## src/rtl/dff_delay_line_if.sv

```systemverilog
// Data-path bundle for dff_delay_line: stage-0 inputs, last-stage outputs, occupancy.
// The parity signals exist only when DFF_DELAY_LINE_PARITY_EN is defined.
interface dff_delay_line_if #(
    parameter int WIDTH = 8,
    parameter int DEPTH = 4
);
    localparam int CNT_W = $clog2(DEPTH + 1);

    logic             en;
    logic             flush;
    logic [WIDTH-1:0] din;
    logic             din_vld;
    logic [WIDTH-1:0] dout;
    logic             dout_vld;
    logic [CNT_W-1:0] occ;
    logic             busy;
`ifdef DFF_DELAY_LINE_PARITY_EN
    logic             par_inj;
    logic             par_err;
`endif

    modport master (
        output en, flush, din, din_vld,
`ifdef DFF_DELAY_LINE_PARITY_EN
        output par_inj,
        input  par_err,
`endif
        input  dout, dout_vld, occ, busy
    );

    modport slave (
        input  en, flush, din, din_vld,
`ifdef DFF_DELAY_LINE_PARITY_EN
        input  par_inj,
        output par_err,
`endif
        output dout, dout_vld, occ, busy
    );
endinterface

```

## src/rtl/dff_delay_line.sv

```systemverilog
// Falling-edge delay line of DEPTH valid-qualified stages with stall, flush and occupancy count.
// Define DFF_DELAY_LINE_PARITY_EN to carry a per-stage parity bit with injection and error flag.
module dff_delay_line #(
    parameter int WIDTH = 8,
    parameter int DEPTH = 4
) (
    input  logic           clk,
    input  logic           clr,
    dff_delay_line_if.slave bus
);
    localparam int CNT_W = $clog2(DEPTH + 1);

    logic [WIDTH-1:0] data_q [DEPTH];
    logic [WIDTH-1:0] data_d [DEPTH];
    logic [DEPTH-1:0] vld_q;
    logic [DEPTH-1:0] vld_d;
    logic [CNT_W-1:0] occ_q;
    logic [CNT_W-1:0] occ_d;
`ifdef DFF_DELAY_LINE_PARITY_EN
    logic [DEPTH-1:0] par_q;
    logic [DEPTH-1:0] par_d;
`endif

    always_comb begin
        data_d = data_q;
        vld_d  = vld_q;
        occ_d  = occ_q;
`ifdef DFF_DELAY_LINE_PARITY_EN
        par_d  = par_q;
`endif
        if (bus.flush) begin
            for (int k = 0; k < DEPTH; k++) begin
                data_d[k] = '0;
            end
            vld_d = '0;
            occ_d = '0;
`ifdef DFF_DELAY_LINE_PARITY_EN
            par_d = '0;
`endif
        end else if (bus.en) begin
            // Data is captured even when din_vld=0; consumers qualify with the valid bit.
            data_d[0] = bus.din;
            vld_d[0]  = bus.din_vld;
`ifdef DFF_DELAY_LINE_PARITY_EN
            par_d[0]  = (^bus.din) ^ bus.par_inj;
`endif
            for (int k = 1; k < DEPTH; k++) begin
                data_d[k] = data_q[k-1];
                vld_d[k]  = vld_q[k-1];
`ifdef DFF_DELAY_LINE_PARITY_EN
                par_d[k]  = par_q[k-1];
`endif
            end
            occ_d = occ_q + CNT_W'(bus.din_vld) - CNT_W'(vld_q[DEPTH-1]);
        end
    end

    always_ff @(negedge clk or posedge clr) begin
        if (clr) begin
            for (int k = 0; k < DEPTH; k++) begin
                data_q[k] <= '0;
            end
            vld_q <= '0;
            occ_q <= '0;
`ifdef DFF_DELAY_LINE_PARITY_EN
            par_q <= '0;
`endif
        end else begin
            data_q <= data_d;
            vld_q  <= vld_d;
            occ_q  <= occ_d;
`ifdef DFF_DELAY_LINE_PARITY_EN
            par_q  <= par_d;
`endif
        end
    end

    assign bus.dout     = data_q[DEPTH-1];
    assign bus.dout_vld = vld_q[DEPTH-1];
    assign bus.occ      = occ_q;
    assign bus.busy     = |occ_q;
`ifdef DFF_DELAY_LINE_PARITY_EN
    assign bus.par_err  = vld_q[DEPTH-1] & ((^data_q[DEPTH-1]) ^ par_q[DEPTH-1]);
`endif
endmodule

```

## src/flat_wrapper.sv

```systemverilog
// flat-port wrapper written by rule: the top's interface ports become plain ports
module dff_delay_line_flat 
#(
    parameter int WIDTH = 8,
    parameter int DEPTH = 4
)
  (clk, clr, bus_en, bus_flush, bus_din, bus_din_vld, bus_dout, bus_dout_vld, bus_occ, bus_busy);
  dff_delay_line_if #(.WIDTH(WIDTH), .DEPTH(DEPTH)) bus_i ();
  input  logic clk;
  input  logic clr;
  input wire logic [$bits(bus_i.en)-1:0] bus_en;
  input wire logic [$bits(bus_i.flush)-1:0] bus_flush;
  input wire logic [$bits(bus_i.din)-1:0] bus_din;
  input wire logic [$bits(bus_i.din_vld)-1:0] bus_din_vld;
  output wire logic [$bits(bus_i.dout)-1:0] bus_dout;
  output wire logic [$bits(bus_i.dout_vld)-1:0] bus_dout_vld;
  output wire logic [$bits(bus_i.occ)-1:0] bus_occ;
  output wire logic [$bits(bus_i.busy)-1:0] bus_busy;
  assign bus_i.en = bus_en;
  assign bus_i.flush = bus_flush;
  assign bus_i.din = bus_din;
  assign bus_i.din_vld = bus_din_vld;
  assign bus_dout = bus_i.dout;
  assign bus_dout_vld = bus_i.dout_vld;
  assign bus_occ = bus_i.occ;
  assign bus_busy = bus_i.busy;
  dff_delay_line #(.WIDTH(WIDTH), .DEPTH(DEPTH)) u_core (.clk(clk), .clr(clr), .bus(bus_i));
endmodule
```

## config.mk

```make
export PLATFORM = sky130hd
export DESIGN_NAME = dff_delay_line_flat
export DESIGN_NICKNAME = d
export VERILOG_FILES = /design/src/rtl/dff_delay_line_if.sv /design/src/rtl/dff_delay_line.sv /design/src/flat_wrapper.sv
export SDC_FILE = /design/constraint.sdc
export NUM_CORES = 1
export LEC_CHECK = 0
export BUFFER_PORTS_ARGS = -buffer_cell sky130_fd_sc_hd__clkbuf_2
export CORE_MARGIN = 2
export CORE_UTILIZATION = 33
export CTS_CLUSTER_SIZE = 16
export DETAILED_ROUTE_END_ITERATION = 12
export SYNTH_ARGS = -nofsm -noshare
export SYNTH_HDL_FRONTEND = slang
export SYNTH_SLANG_ARGS = --single-unit
export TNS_END_PERCENT = 30
```

## constraint.sdc

```tcl
create_clock -name clk -period 2.7 [get_ports clk]
set_input_delay 0.54 -clock clk [delete_from_list [all_inputs] [get_ports clk]]
set_output_delay 0.54 -clock clk [all_outputs]
set_load 0.03 [all_outputs]
```

Word-level counts from Yosys, hierarchy flattened
Index checks and enable logic that the tools add are counted.
- bits in registers: 39
- input port bits: 13
- output and inout bits: 13
- logic and storage cells: 16
- add/subtract/negate cells: 2
- muxes and demuxes: 6
- reduce and logical (&&, ||, !) cells: 2
- operators by type and width (kind ; number):
    $mux W32 ; 2
    $mux W4 ; 2
    $mux W3 ; 2
    $add A3 B1 Y3 ; 1
    $reduce_or A3 Y1 ; 1
    $sub A3 B1 Y3 ; 1
    $reduce_bool A2 Y1 ; 1

Longest topological paths before layout
Gate-level depths: netlist (run 1).
- depth in word-level cells: 4
- depth in mapped cells: 9

==> flow_metrics.env, run 1 <==
export IMPL_status="complete, but fails checks"
export IMPL_violations="setup timing"
export IMPL_viasPerCell=4.19
export IMPL_core_rowCount=26
export IMPL_antenna_found_initial=0
export IMPL_maxSlewViolCount=0
export IMPL_r2r_cells=10
export IMPL_detailed_place_hpwl_mm=1.89
export IMPL_root_buffer="clkbuf_8"
export IMPL_worstSetupPathType="flip-flop to output port"
export IMPL_cpMaxStageDelayCell="or3_4"
export IMPL_wl_mm=2.81
export IMPL_synth_top_area_cell="dfrtn_1"
export IMPL_design_area_mm2=0.00217
export IMPL_finalHoldWorstSlack_ns=0.470
export IMPL_crit_path_end_kind="output port"
export IMPL_ys_seq_area_share_pct=55.3
export IMPL_skew_ns=0.00249
export IMPL_hold_end="u_core.data_q[21]"
export IMPL_cts_made_buffers=5
export IMPL_mostFrequentLayoutCells="39 x nor2_1, 39 x dfrtn_1, 38 x mux2i_1"
export IMPL_grt_max_degree=40
export IMPL_io_buffers=25
export IMPL_ys_ff_latch=39
export IMPL_path_clk_slew_ns=0.05
export IMPL_gr_usage_met3_pct=3.29
export IMPL_power_density_mw_per_mm2=520
export IMPL_num_io_pins=26
export IMPL_finalSetupViolCount=15
export IMPL_grt_ovfl_total=0
export IMPL_nets=184
export IMPL_drive_above_1_share_pct=25.4
export IMPL_slowest_delay_ns=0.39
export IMPL_clk_path_buf_depth=2
export IMPL_power_total_mw=1.13
export IMPL_cts_hold_buf=0
export IMPL_ys_top_cells_by_area="dfrtn_1 55%, mux2i_1 22%, nor2_1 8.3%"
export IMPL_cp_arrival_ns=2.52
export IMPL_placed_area_mm2=0.00193
export IMPL_startpoint_type="flip-flop"
export IMPL_routed_via_count=1002
export IMPL_hold_path_depth=2
export IMPL_crit_path_cell_trace="or3_4 -> buf_8"
export IMPL_utilization_pct=42.3
export IMPL_die_h_um=77.1
export IMPL_dp_cells=231
export IMPL_synthCells=146
export IMPL_synth_avg_cell_area_um2=12.1
export IMPL_ys_types=17
export IMPL_synthesis_area_mm2=0.00177
export IMPL_grt_use_total_pct=10.7
export IMPL_die_x_um=77.1
export IMPL_worstHoldStart="u_core.data_q[29]"
export IMPL_final_antenna_net_count=0
export IMPL_rsz0062_at_grt="yes"
export IMPL_numClockSinks=39
export IMPL_worstPathRequired_ns=2.16
export IMPL_cts_htree_levels=2
export IMPL_start_util_pct=34.3
export IMPL_cp_max_fo=2
export IMPL_ys_warn_count=0
export IMPL_clkLatencyLatePin_ns=0.29
export IMPL_drc=0
export IMPL_grt_pass1_vias=1056
export IMPL_r2r_start="u_core.bus.occ[0]"
export IMPL_cts_tree="built"
export IMPL_finalHoldViolations=0
export IMPL_busiest_layer="met1"
export IMPL_place_ws_ns=-0.398
export IMPL_cap_viol_max_count=0
export IMPL_p_leak_nw=1.13
export IMPL_slew_headroom_pct=86.4
export IMPL_synth_fp_nets=162
export IMPL_gp_congestion=0.722
export IMPL_diodes=0
export IMPL_core_area_mm2=0.00514
export IMPL_setup_tns_ns=-1.50
export IMPL_r2r_end="u_core.bus.occ[2]"
export IMPL_hp_class="flip-flop to flip-flop"
export IMPL_post_drt_wl_per_cell_um=11.7
export IMPL_worst_slack_ns=-0.357
export IMPL_rrSetupSlack_ns=0.63
export IMPL_grt_pass1_wl_mm=5.08
export IMPL_area_growth_pct=23.0
export IMPL_grtUsageMet2_pct=14.5
export IMPL_final_cells=239
export IMPL_synth_top_area_share_pct=55.3
export IMPL_tightestPinTransition_ns=0.205
export IMPL_drt_initial_drc_count=72
export IMPL_grtUsageMet1_pct=15.9
export IMPL_drtPass1Iterations=4
export IMPL_ir_drop_mv=0.295
export IMPL_die_area_mm2=0.00595
[sequential cells by signal, indices dropped and copies added (netlist names)]
register         count
u_core.bus.dout      8
u_core.data_q       24
u_core.vld_q         4
u_core.bus.occ       3
[synthesized netlist by cell type]
master          count
dfrtn_1            39
a31o_1              1
buf_12              1
nand2b_1            1
ha_1                2
a21oi_1             1
or3_1               1
buf_6               1
buf_8               3
xor2_1              1
buf_4               8
dlymetal6s2s_1      1
inv_1               5
fa_1                1
nor2_1             39
mux2i_1            38
buf_2               3
[report_power, final]
part,internal (mW),switching (mW),total (mW)
clock,0.181,0.181,0.362
combinational,0.0730,0.0768,0.150
sequential,0.607,0.0108,0.618
total,0.861,0.268,1.13
[worst max path at each step]
stage / from / endpoint
final: u_core.bus.occ[2] / bus_busy
after global placement: bus_din_vld / u_core.bus.occ[2]
after floorplan: bus_din_vld / u_core.bus.occ[2]
after detailed placement: bus_din_vld / u_core.bus.occ[2]
after CTS: u_core.bus.occ[2] / bus_busy
after global routing: u_core.bus.occ[2] / bus_busy
[logic make-up (layout without fill, tap and decap cells)]
group / after synthesis / after routing / share of synthesized area [%]
AO/OA/AOI/OAI: 2 / 2 / 0.779
XOR/XNOR: 1 / 1 / 0.496
adder cells (fa/ha/maj): 3 / 3 / 2.55
buffers and inverters: 22 / 45 / 10.3
flip-flops: 39 / 39 / 55.3
multiplexers: 38 / 38 / 21.5
AND/OR/NAND/NOR: 41 / 41 / 9.00
[worst max-delay path: cells and delay by family, from the launching register on]
family | cells | cell delay (ns)
simple gates | 1 | 0.39
buf+inv | 1 | 0.14
flops | 1 | 0.34
[cell type report]
cell class | count | area [µm²]
Inverter | 5 | 18.8
Clock buffer | 7 | 76.3
Multi-Input combinational cell | 85 | 634
Tap cell | 70 | 87.6
Timing Repair Buffer | 32 | 374
Fill cell | 492 | 2970
Sequential cell | 39 | 976
Clock inverter | 1 | 5.00
[routing by layer]
layer | up-vias | part of all wire (%)
li1 | 511 | -
met3 | 7 | 4.7
met2 | 20 | 40
met4 | 0 | 1.5
met5 | - | 0
met1 | 464 | 54
[repair_timing]
action | CTS | global route
setup endpoints to repair | 15 | 15
gates cloned | 0 | 0
gates resized for setup | 28 | 17
pin swaps | 1 | 1
buffers inserted | 1 | 0
Note: power is estimated with default switching activity, not from simulation.
==> run 2: changes to the inputs <==
--- a/config.mk
+++ b/config.mk
@@ -10,6 +10,8 @@
 export CORE_UTILIZATION = 33
 export CTS_CLUSTER_SIZE = 16
 export DETAILED_ROUTE_END_ITERATION = 12
+export PLACE_DENSITY = 0.57
+export RECOVER_POWER = 25
 export SYNTH_ARGS = -nofsm -noshare
 export SYNTH_HDL_FRONTEND = slang
 export SYNTH_SLANG_ARGS = --single-unit
==> flow_metrics.env, run 2 (synthesized netlist as in run 1, its figures left out) <==
export IMPL_largest_reg_flops=24
export IMPL_hp_class="flip-flop to flip-flop"
export IMPL_worstSetupPathType="flip-flop to output port"
export IMPL_cap_viol_max_count=0
export IMPL_grt_use_total_pct=11.3
export IMPL_gp_congestion=0.726
export IMPL_slowest_delay_ns=0.38
export IMPL_viasPerCell=4.31
export IMPL_numClockSinks=39
export IMPL_clkLatencyLatePin_ns=0.29
export IMPL_skew_ns=0.00309
export IMPL_crit_path_end_kind="output port"
export IMPL_die_x_um=77.1
export IMPL_multiInputGateArea_um2=634
export IMPL_maxSlewViolCount=0
export IMPL_cpMaxStageDelayCell="or3_4"
export IMPL_drive_above_1_share_pct=27.3
export IMPL_dr_wl_met2_mm=1.43
export IMPL_status="complete, but fails checks"
export IMPL_final_antenna_net_count=0
export IMPL_worstHoldStart="u_core.data_q[16]"
export IMPL_grt_pass1_wl_mm=5.31
export IMPL_core_area_mm2=0.00514
export IMPL_regArea_um2=976
export IMPL_clk_path_buf_depth=2
export IMPL_detailed_place_hpwl_mm=2.06
export IMPL_finalHoldViolations=0
export IMPL_hold_end="u_core.data_q[8]"
export IMPL_cts_tree="built"
export IMPL_mostFrequentLayoutCells="39 x nor2_1, 39 x dfrtn_1, 38 x mux2i_1"
export IMPL_r2r_end="u_core.bus.occ[2]"
export IMPL_wl_met3_um=153
export IMPL_cts_htree_levels=2
export IMPL_drtPass1Iterations=3
export IMPL_startpoint_type="flip-flop"
export IMPL_die_h_um=77.1
export IMPL_post_drt_wl_per_cell_um=12.2
export IMPL_start_util_pct=34.3
export IMPL_power_density_mw_per_mm2=599
export IMPL_ir_drop_mv=0.258
export IMPL_top_register="u_core.data_q"
export IMPL_r2r_start="u_core.bus.occ[0]"
export IMPL_crit_path_cell_trace="or3_4 -> buf_8"
export IMPL_routed_via_count=1043
export IMPL_worst_slack_ns=-0.372
export IMPL_area_growth_pct=25.6
export IMPL_p_leak_nw=1.16
export IMPL_die_area_mm2=0.00595
export IMPL_num_io_pins=26
export IMPL_grt_pass1_vias=1123
export IMPL_rrSetupSlack_ns=0.58
export IMPL_path_clk_slew_ns=0.05
export IMPL_drt_initial_drc_count=65
export IMPL_path_depth=2
export IMPL_finalSetupViolCount=15
export IMPL_rsz0062_at_grt="yes"
export IMPL_worstPathRequired_ns=2.16
export IMPL_hold_path_depth=2
export IMPL_r2r_cells=11
export IMPL_cp_top_family="simple AND/OR/NAND/NOR gates"
export IMPL_slew_headroom_pct=37.7
export IMPL_wl_mm=2.95
export IMPL_core_rowCount=26
export IMPL_diodes=0
export IMPL_n_fill_cell=495
export IMPL_top_layer_used="met4"
export IMPL_antenna_found_initial=0
export IMPL_grt_ovfl_total=0
export IMPL_nets=187
export IMPL_finalHoldWorstSlack_ns=0.464
export IMPL_cp_num_buf_inv=1
export IMPL_root_buffer="clkbuf_8"
export IMPL_tightestPinTransition_ns=0.934
export IMPL_cp_arrival_ns=2.53
export IMPL_cts_made_buffers=5
export IMPL_power_total_mw=1.33
export IMPL_drc=0
export IMPL_grt_max_degree=40
export IMPL_io_buffers=25
export IMPL_utilization_pct=43.1
export IMPL_violations="setup timing"
export IMPL_cts_hold_buf=0
export IMPL_cp_max_fo=2
export IMPL_met1_length_mm=1.32
-- run 2: timing repair --
| item | in CTS | in global routing |
|---|---|---|
| buffers inserted | 1 | 1 |
| resized for setup | 29 | 14 |
| pin swaps | 0 | 0 |
| endpoints found under the setup margin | 15 | 15 |
-- run 2: metrics by stage --
step | setup WS (ns) | setup TNS [ns] | area (µm²) | cells
floorplan | -0.230 | -0.638 | 1780 | 146
global placement | -0.385 | -0.776 | 1930 | 233
detailed placement | -0.441 | -0.880 | 1930 | 233
CTS | -0.376 | -1.93 | 2210 | 242
global route | -0.396 | -2.22 | 2220 | 242
finish | -0.372 | -1.69 | 2220 | 242
-- run 2: cell type report --
cell class | count | share of cell area (%)
sequential | 39 | 44.0
tap | 70 | 3.95
inverter | 5 | 0.846
timing repair buffer | 35 | 16.6
clock inverter | 2 | 2.71
multi-input combinational | 85 | 28.6
clock buffer | 6 | 3.27
-- run 2: layer usage --
layer | track usage, % | up-vias
li1 | - | 515
met1 | 13.8 | 502
met3 | 4.35 | 7
met4 | 4.82 | 0
met5 | 0 | -
met2 | 17.7 | 19
-- run 2: how the worst max path moves through the flow --
stage | slack, ns | startpoint | end
final | -0.37 | u_core.bus.occ[1] | bus_busy
after global routing | -0.40 | u_core.bus.occ[1] | bus_busy
after CTS | -0.38 | u_core.bus.occ[0] | bus_busy
after detailed placement | -0.44 | bus_din_vld | u_core.bus.occ[2]
after global placement | -0.39 | bus_din_vld | u_core.bus.occ[2]
after floorplan | -0.23 | bus_din_vld | u_core.bus.occ[2]
-- run 2: worst reg2reg max path: stages (launching register included) --
cell     delay (ns)
dfrtn_1        0.40
buf_4          0.11
buf_6          0.09
inv_1          0.04
ha_1           0.28
inv_1          0.09
ha_4           0.14
inv_2          0.04
fa_2           0.37
xor2_2         0.16
a21oi_1        0.08
a31o_1         0.18
-- run 2: power breakdown --
part | total, mW | internal, mW | switching (mW)
clock | 0.560 | 0.369 | 0.191
sequential | 0.617 | 0.607 | 0.0108
combinational | 0.150 | 0.0721 | 0.0778
==> run 3: changes to the inputs <==
--- a/config.mk
+++ b/config.mk
@@ -10,8 +10,9 @@
 export CORE_UTILIZATION = 33
 export CTS_CLUSTER_SIZE = 16
 export DETAILED_ROUTE_END_ITERATION = 12
-export PLACE_DENSITY = 0.57
+export PLACE_DENSITY = 0.62
 export RECOVER_POWER = 25
+export SKIP_CTS_REPAIR_TIMING = 1
 export SYNTH_ARGS = -nofsm -noshare
 export SYNTH_HDL_FRONTEND = slang
 export SYNTH_SLANG_ARGS = --single-unit
==> flow_metrics.env, run 3 (synthesized netlist as in run 1, its figures left out) <==
export IMPL_die_x_um=77.1
export IMPL_cpMaxStageDelayCell="or3_4"
export IMPL_maxSlewViolCount=0
export IMPL_cp_max_fo=2
export IMPL_drc=0
export IMPL_nets=188
export IMPL_finalHoldWorstSlack_ns=0.467
export IMPL_io_buffers=25
export IMPL_worstHoldStart="u_core.data_q[23]"
export IMPL_grt_pass1_wl_mm=4.87
export IMPL_finalHoldViolations=0
export IMPL_finalSetupViolCount=15
export IMPL_gp_congestion=0.805
export IMPL_start_util_pct=34.3
export IMPL_detailed_place_hpwl_mm=1.97
export IMPL_die_area_mm2=0.00595
export IMPL_regArea_um2=976
export IMPL_crit_path_end_kind="output port"
export IMPL_status="complete, but fails checks"
export IMPL_largest_reg_flops=24
export IMPL_slowest_delay_ns=0.37
export IMPL_final_antenna_net_count=0
export IMPL_die_h_um=77.1
export IMPL_core_area_mm2=0.00514
export IMPL_wl_mm=2.92
export IMPL_power_density_mw_per_mm2=533
export IMPL_skew_ns=0.00398
export IMPL_drt_initial_drc_count=36
export IMPL_setup_tns_ns=-1.53
export IMPL_antenna_found_initial=0
export IMPL_clk_path_buf_depth=2
export IMPL_tightestPinTransition_ns=0.952
export IMPL_grt_pass1_vias=1038
export IMPL_rsz0062_at_grt="yes"
export IMPL_crit_start="u_core.bus.occ[1]"
export IMPL_worstPathRequired_ns=2.16
export IMPL_violations="setup timing"
export IMPL_mostFrequentLayoutCells="39 x nor2_1, 39 x dfrtn_1, 38 x mux2i_1"
export IMPL_p_leak_nw=1.13
export IMPL_grt_use_total_pct=10.5
export IMPL_design_area_mm2=0.00213
export IMPL_cp_arrival_ns=2.52
export IMPL_final_cells=243
export IMPL_numClockSinks=39
export IMPL_post_drt_wl_per_cell_um=12.0
export IMPL_viasPerCell=4.31
export IMPL_multiInputGateArea_um2=634
export IMPL_core_rowCount=26
export IMPL_path_clk_slew_ns=0.05
export IMPL_slew_headroom_pct=36.5
export IMPL_hp_class="flip-flop to flip-flop"
export IMPL_worst_slack_ns=-0.364
export IMPL_cts_tree="built"
export IMPL_clkLatencyLatePin_ns=0.29
export IMPL_dp_cells=234
export IMPL_ir_drop_mv=0.198
export IMPL_cts_htree_levels=2
export IMPL_cts_made_buffers=5
export IMPL_num_io_pins=26
export IMPL_startpoint_type="flip-flop"
export IMPL_placed_area_mm2=0.00195
export IMPL_cap_viol_max_count=0
export IMPL_drtPass1Iterations=4
export IMPL_grt_max_degree=40
export IMPL_top_register="u_core.data_q"
export IMPL_r2r_start="u_core.bus.occ[0]"
export IMPL_drive_above_1_share_pct=28.3
export IMPL_crit_path_cell_trace="or3_4 -> buf_6"
export IMPL_root_buffer="clkbuf_8"
export IMPL_diodes=0
export IMPL_routed_via_count=1048
export IMPL_n_fill_cell=508
export IMPL_grt_ovfl_total=0
export IMPL_worstSetupPathType="flip-flop to output port"
export IMPL_area_growth_pct=20.9
run 3: path summary, 6_finish.rpt:
check	endpoint	slack, ns	cells past startpoint
setup / recovery	bus_busy	-0.36	2
hold / removal	u_core.data_q[23]	0.47	2
setup reg to reg	u_core.bus.occ[2]	0.66	10
hold reg to reg	u_core.data_q[23]	0.47	2
max in group asynchronous	u_core.vld_q[0]	0.35	3
min in group asynchronous	u_core.data_q[29]	1.74	3
run 3: through the flow:
step                setup slack (ns)  util (%)  power [mW]
CTS                           -0.401      39.7        1.15
floorplan                     -0.230         -       0.724
global placement              -0.383      38.0       0.761
detailed placement            -0.403      38.0       0.762
global route                  -0.396      41.5        1.19
finish                        -0.364      41.5        1.14
run 3: worst max-delay path, delay by kind of cell, from the launching register on:
| family | cells | cell delay [ns] |
|---|---|---|
| and+or+nand+nor | 1 | 0.37 |
| DFF | 1 | 0.36 |
| buffers and inverters | 1 | 0.14 |
run 3: layout make-up:
cell class              count  share of cell area (%)
clock buffers               5                    3.22
repair buffers             36                    15.7
clock inverters             3                   0.703
flip-flops and latches     39                    45.7
multi-input cells          85                    29.7
inverters                   5                   0.879
well taps                  70                    4.10
run 3: layer usage:
metal  vias to the layer above  GRT usage, %  share of wire, %
li1                        521             -                 -
met1                       504          13.2                47
met2                        18          15.2                46
met3                         5          3.41               4.5
met4                         0          6.96               2.3
met5                         -             0                 0
run 3: power breakdown:
group | switching [mW] | leakage [nW] | total [mW] | internal (mW)
registers | 0.0102 | 0.535 | 0.617 | 0.606
logic | 0.0755 | 0.552 | 0.144 | 0.0681
clock network | 0.200 | 0.0477 | 0.376 | 0.177
total | 0.286 | 1.13 | 1.14 | 0.851
